## src/rtl/shift_reg_piso_frame_pkg.sv

```systemverilog
// Shared definitions for the shift-register family (PISO frame core now,
// SIPO and universal variants later).
//   state_t : frame FSM encoding (idle / shifting)
//   DIR_*   : bit-order selectors for the MSB_FIRST parameter
package shift_reg_piso_frame_pkg;

  typedef enum logic {
    ST_IDLE  = 1'b0,
    ST_SHIFT = 1'b1
  } state_t;

  localparam int DIR_MSB = 1;
  localparam int DIR_LSB = 0;

endpackage

```

## src/rtl/shift_reg_bit_cnt.sv

```systemverilog
// Frame bit counter: down-counter that loads WIDTH-1, decrements on enable
// and parks at zero (never wraps).
// Ports:
//   clk, reset_n : clock, async active-low reset (count clears to 0)
//   load         : reload count to WIDTH-1 (wins over en)
//   en           : decrement by one when not already zero
//   zero         : count is zero
module shift_reg_bit_cnt #(
  parameter int WIDTH = 8
) (
  input  logic clk,
  input  logic reset_n,
  input  logic load,
  input  logic en,
  output logic zero
);

  localparam int CW = $clog2(WIDTH);

  logic [CW-1:0] cnt;

  always_ff @(posedge clk or negedge reset_n) begin
    if (!reset_n) begin
      cnt <= '0;
    end else if (load) begin
      cnt <= CW'(WIDTH - 1);
    end else if (en && (cnt != '0)) begin
      cnt <= cnt - CW'(1);
    end
  end

  assign zero = (cnt == '0);

endmodule

```

## src/rtl/shift_reg_piso_frame.sv

```systemverilog
// Framed parallel-to-serial shift register with simultaneous serial capture.
// A word is loaded through a valid/ready handshake, shifted out on sdo one
// bit per shift_en tick, while sdi is shifted into the vacated end; the
// captured word is presented on q with a one-cycle q_valid pulse.
// Ports:
//   clk, reset_n          : clock, async active-low reset
//   d, load_valid         : parallel word offer
//   load_ready            : word accepted on this edge if load_valid
//   shift_en              : bit tick, one shift per high cycle while busy
//   sdi / sdo             : serial in / serial out
//   busy                  : frame in progress
//   q, q_valid            : last captured word, pulse on update
//
// state    | meaning
// ST_IDLE  | no frame; sdo at IDLE_LEVEL, ready for a word
// ST_SHIFT | frame active; sdo carries the current bit
module shift_reg_piso_frame
  import shift_reg_piso_frame_pkg::*;
#(
  parameter int   WIDTH      = 8,
  parameter int   MSB_FIRST  = 1,
  parameter logic IDLE_LEVEL = 1'b0
) (
  input  logic             clk,
  input  logic             reset_n,
  input  logic [WIDTH-1:0] d,
  input  logic             load_valid,
  output logic             load_ready,
  input  logic             shift_en,
  input  logic             sdi,
  output logic             sdo,
  output logic             busy,
  output logic [WIDTH-1:0] q,
  output logic             q_valid
);

  state_t           state;
  logic [WIDTH-1:0] sreg;
  logic [WIDTH-1:0] shifted;
  logic             cnt_zero;
  logic             load_acc;
  logic             shift_ev;

  assign busy     = (state == ST_SHIFT);
  // Ready also on the final shift edge so the next word follows with no gap.
  assign load_ready = (state == ST_IDLE) || (cnt_zero && shift_en);
  assign load_acc   = load_valid && load_ready;
  assign shift_ev   = busy && shift_en;

  generate
    if (MSB_FIRST == DIR_LSB) begin : g_lsb
      assign shifted = {sdi, sreg[WIDTH-1:1]};
      assign sdo     = busy ? sreg[0] : IDLE_LEVEL;
    end else begin : g_msb
      assign shifted = {sreg[WIDTH-2:0], sdi};
      assign sdo     = busy ? sreg[WIDTH-1] : IDLE_LEVEL;
    end
  endgenerate

  shift_reg_bit_cnt #(
    .WIDTH (WIDTH)
  ) u_bit_cnt (
    .clk     (clk),
    .reset_n (reset_n),
    .load    (load_acc),
    .en      (shift_ev),
    .zero    (cnt_zero)
  );

  always_ff @(posedge clk or negedge reset_n) begin
    if (!reset_n) begin
      state   <= ST_IDLE;
      sreg    <= '0;
      q       <= '0;
      q_valid <= 1'b0;
    end else begin
      q_valid <= 1'b0;
      if (shift_ev) begin
        sreg <= shifted;
        if (cnt_zero) begin
          q       <= shifted;
          q_valid <= 1'b1;
          if (!load_acc) begin
            state <= ST_IDLE;
          end
        end
      end
      // A load on the final shift edge overrides the shifted value.
      if (load_acc) begin
        sreg  <= d;
        state <= ST_SHIFT;
      end
    end
  end

endmodule

```

## config.mk

```make
export PLATFORM = sky130hd
export DESIGN_NAME = shift_reg_piso_frame
export DESIGN_NICKNAME = d
export VERILOG_FILES = /design/src/rtl/shift_reg_piso_frame_pkg.sv /design/src/rtl/shift_reg_bit_cnt.sv /design/src/rtl/shift_reg_piso_frame.sv
export SDC_FILE = /design/constraint.sdc
export NUM_CORES = 1
export LEC_CHECK = 0
export ABC_AREA = 1
export BUFFER_PORTS_ARGS = -buffer_cell sky130_fd_sc_hd__buf_2
export CORE_ASPECT_RATIO = 1.75
export CORE_MARGIN = 1.5
export CORE_UTILIZATION = 44
export CTS_BUF_LIST = sky130_fd_sc_hd__clkbuf_8 sky130_fd_sc_hd__clkbuf_16
export CTS_CLUSTER_SIZE = 20
export DETAILED_ROUTE_END_ITERATION = 10
export GPL_TIMING_DRIVEN = 0
export PLACE_DENSITY = 0.66
export SETUP_SLACK_MARGIN = 0.15
export SLEW_MARGIN = 20
export SYNTH_ARGS = -nofsm -noshare
export SYNTH_HDL_FRONTEND = slang
export SYNTH_SLANG_ARGS = --single-unit
```

## constraint.sdc

```tcl
create_clock -name clk -period 1.8 [get_ports clk]
set_input_delay 0.36 -clock clk [delete_from_list [all_inputs] [get_ports clk]]
set_output_delay 0.36 -clock clk [all_outputs]
set_load 0.03 [all_outputs]
```

== Yosys cells after proc, flatten, opt, wreduce, memory -nomap -nowiden ==
Index checks and enable logic that the tools add are counted.
Operators by class
  $add $sub $neg: 1
  multiplexer cells: 10
  bitwise operators: 1
  reductions and logical operators: 12
Operators with widths (number)
  2-to-1 mux 8 bit: 2
  2-to-1 mux 1 bit: 6
  2-to-1 mux 3 bit: 2
  nonzero test 2 bit: 3
  logical AND 1 bit: 4
  AND reduction 2 bit: 2
  logical NOT 3 bit: 1
  nonzero test 3 bit: 1
  subtractor 3 x 1 -> 3 bit (second input constant): 1
  logical OR 1 bit: 1
  inverter 1 bit: 1
Word-level totals
  flip-flop bits (word level): 21
  input bits: 13
  output and inout port bits: 12
  logic and storage cells: 29

== Longest topological paths before layout ==
  depth in word-level cells: 6
  depth in mapped cells: 9
  gate-level depth less buffers: 8

== By module ==
A second synthesis with hierarchy kept.
Unflattened totals
  cell total of the unflattened synthesis: 133
  area total of the unflattened synthesis: 1049.8 um^2
Modules (own cells, without submodules)
  shift_reg_piso_frame: times used 1, cells each 111, area an instance 875.8 um^2, seq. area each 450.4 um^2
  shift_reg_bit_cnt: times used 1, cells each 22, area an instance 173.9 um^2, seq. area each 75.1 um^2

== Worst setup path after synthesis ==
OpenSTA, ideal clock, no wires.
  kind: register to output
  start: register u_bit_cnt.cnt[0]
  end: output load_ready
  data arrival time: 0.928 ns
  data required time: 1.440 ns
  setup slack: 0.512 ns
  stages on the path, launching flop included: 6
  path through: dfrtp_1 inv_1 ha_1 nand3_1 nand2_1 buf_4
Between the ends
  cells in the longest elaborated chain, start to end: 3
RTL lines
  start: declaration: RTL line shift_reg_bit_cnt.sv:20  | logic [CW-1:0] cnt;
  start signal: assignment: RTL line shift_reg_bit_cnt.sv:26  | cnt <= CW'(WIDTH - 1);
  start signal: assignment: RTL line shift_reg_bit_cnt.sv:28  | cnt <= cnt - CW'(1);
  logical NOT 3 bit: RTL line shift_reg_bit_cnt.sv:32  | assign zero = (cnt == '0);
  logical AND 1 bit: RTL line shift_reg_piso_frame.sv:46  | assign load_ready = (state == ST_IDLE) || (cnt_zero && shift_en);
  logical OR 1 bit: RTL line shift_reg_piso_frame.sv:46
  end: declaration: RTL line shift_reg_piso_frame.sv:28  | output logic load_ready,
No other way between the ends.

== Worst setup path in the final report ==
Same ends and word-level chain as after synthesis.

==> impl_metrics.ini <==
[outcome]
outcome = finished, final reports clean

[global_route]
grt_pass1_vias = 833
grtUsageTotal_pct = 17.4
overflow = 0
antenna_found_initial = 0
grt_max_degree = 22
grt_pass1_wl_um = 3280

[floorplanning]
die_w_um = 40.0
die_area_um2 = 2710
io_pins = 25
start_util_pct = 46.3
die_h_um = 67.7
num_rows = 23
core_region_area_um2 = 2270

[timing]
setup_viol = 0
fmax_mhz = 622
skew_ps = 3.22
tns_ps = 0
fin_crit_sh_pct = 89.4
hold_viol = 0
relSlewSlack_pct = 68.7
slew_violations = 0
rsz0062_at_grt = false
finalCriticalPeriod_ps = 1610
worst_pin_slew_ps = 470

[setup_path]
r2r-start = u_bit_cnt.cnt[0]
cp_slowest_stage_delay_ps = 390
critPathLaunch = u_bit_cnt.cnt[0]
reg2reg_setup_slack_ps = 300
crit_buf_inv = 3
crit_path_end_kind = primary output
cp_max_fo = 3
timing.rr.end = sreg[7]
slowest_stage = dfrtp_1
required_ps = 1440
crit_path_frequent_cell = buf_6
crit_type = reg -> out
crit_family = flip-flops
path_depth = 6
endpoint = load_ready
crit_path_cell_trace = inv_2 > ha_4 > nand3_1 > nand2_2 > buf_6 > buf_6
cp.arrival_ps = 1250
critPathLaunchType = flip-flop
reg2reg_depth = 11

[clock_network]
clock_latency_ps = 260
cts_root_buffer = clkbuf_8
clockBufferDepth = 2
cts_tree = yes
clock_sinks = 21
cts_inserted_buffers = 3
clk_pin_slew_ps = 70
cts_max_level = 1
ctsHoldBuffers = 0

[logic_synthesis]
avgSynthCellArea_um2 = 8.16
ys_types = 11
syn-num-nets = 144
yosysWarnings = 0
yosysSeqAreaShare_pct = 49.9
synth_area_um2 = 1050
synth_cells = 129
synth_seq_cells = 21

[detailed_routing]
via_per_inst = 4.87
drt_drc_violations_left = 0
drt_iter0_markers = 25
antenna_left = 0
num_vias = 896
postRouteWirelength_um = 2070
drtPass1Iterations = 4
wl_per_cell_um = 11.2

[place]
globalplace.congestion = 0.791
placed_area_um2 = 1200
port_buffers = 23
dp_hpwl_um = 1510

[power]
irDropWorstVdd_uv = 814
leakage_nw = 0.769
p_per_area_nw_per_um2 = 1610

[hold_path]
hold_class = in -> async

[job]
cap_viol_max_count = 0

[layout]
final_area_um2 = 1290
diodes = 0
syn_to_final_growth_pct = 22.8
layout_common_cells = nand2_1, inv_1, buf_2, dfrtp_1, nand3_1
final_common_cell = nand2_1
nets = 175
drive_above_1_share_pct = 31.4
[cells by family after synthesis]
family,Yosys count,synth area share [%]
AOI/OAI and AO/OA,10,7.61
buffers and inverters,29,12.8
and+or+nand+nor,67,27.2
adders and majority gates,2,2.38
DFF,21,49.9
[sequential cells by signal (all words and copies together) (netlist names)]
name and cells:
q_valid 1, busy 1, u_bit_cnt.cnt 3, sreg 8
q 8
[worst register-to-register path, delay by kind of cell (launching register included)]
kind	cells	cell delay, ps
buffers and inverters	4	480
AND/OR/NAND/NOR	6	400
flip-flops	1	360
adder cells (fa/ha/maj)	1	150
[report_power, final]
| part | internal (W) | total (W) | switching [W] |
|---|---|---|---|
| Sequential | 0.000662 | 0.000771 | 0.000109 |
| Clock | 0.000154 | 0.000299 | 0.000145 |
| Combinational | 0.000364 | 0.00101 | 0.000651 |
[Yosys cell counts]
master	count	share of area, %
o21ai_2	8	6.7
dfrtp_1	21	50
nand2_2	4	2.4
o21ai_0	2	0.95
ha_1	2	2.4
nor2_1	2	0.71
buf_4	1	0.71
nand2_1	41	15
inv_1	25	8.9
buf_6	3	3.2
nand3_1	20	9.5
[layer usage]
metal / wire length (um) / track usage (%) / vias to the layer above
met5: 0 / 0 / -
met4: 25 / 6.90 / 0
met3: 84 / 1.97 / 4
met2: 1060 / 31.0 / 28
met1: 896 / 19.6 / 414
li1: - / - / 450
[per-stage QoR]
stage / util [%] / total power [W] / setup slack, ps / std cells / hold slack [ps]
floorplan: - / 0.00145 / 512 / 129 / 64.4
detailed placement: 52.7 / 0.00170 / 271 / 177 / 346
global placement: 52.7 / 0.00166 / 288 / 177 / 336
finish: 56.9 / 0.00208 / 192 / 184 / 50.8
global route: 56.9 / 0.00225 / 146 / 184 / 87.3
CTS: 56.0 / 0.00207 / 158 / 183 / 65.7
[final cells by class]
cell class,instances,area (um2)
fillers,234,981
flip-flops and latches,21,526
multi-input cells,79,407
repair buffers,26,144
inverters,25,93.8
plain buffers,4,45.0
clock buffers,3,41.3
well taps,25,31.3
clock inverters,1,5.00
[timing repair]
item / 4_1_cts / 5_1_grt
hold endpoints to repair: 0 / 0
endpoints found under the setup margin: 1 / 1
pin swaps: 1 / 1
resized for setup: 5 / 3
setup buffers: 2 / 1
[how the worst min path moves through the flow]
stage / from / endpoint / cells after the start
2_1_floorplan: reset_n / busy / 0
3_3_place_gp: reset_n / u_bit_cnt.cnt[0] / 1
3_5_place_dp: reset_n / u_bit_cnt.cnt[2] / 1
4_1_cts: reset_n / q_valid / 1
5_1_grt: reset_n / q_valid / 1
6_report: reset_n / u_bit_cnt.cnt[2] / 1
No activity file was read; power rests on OpenSTA's default activity.
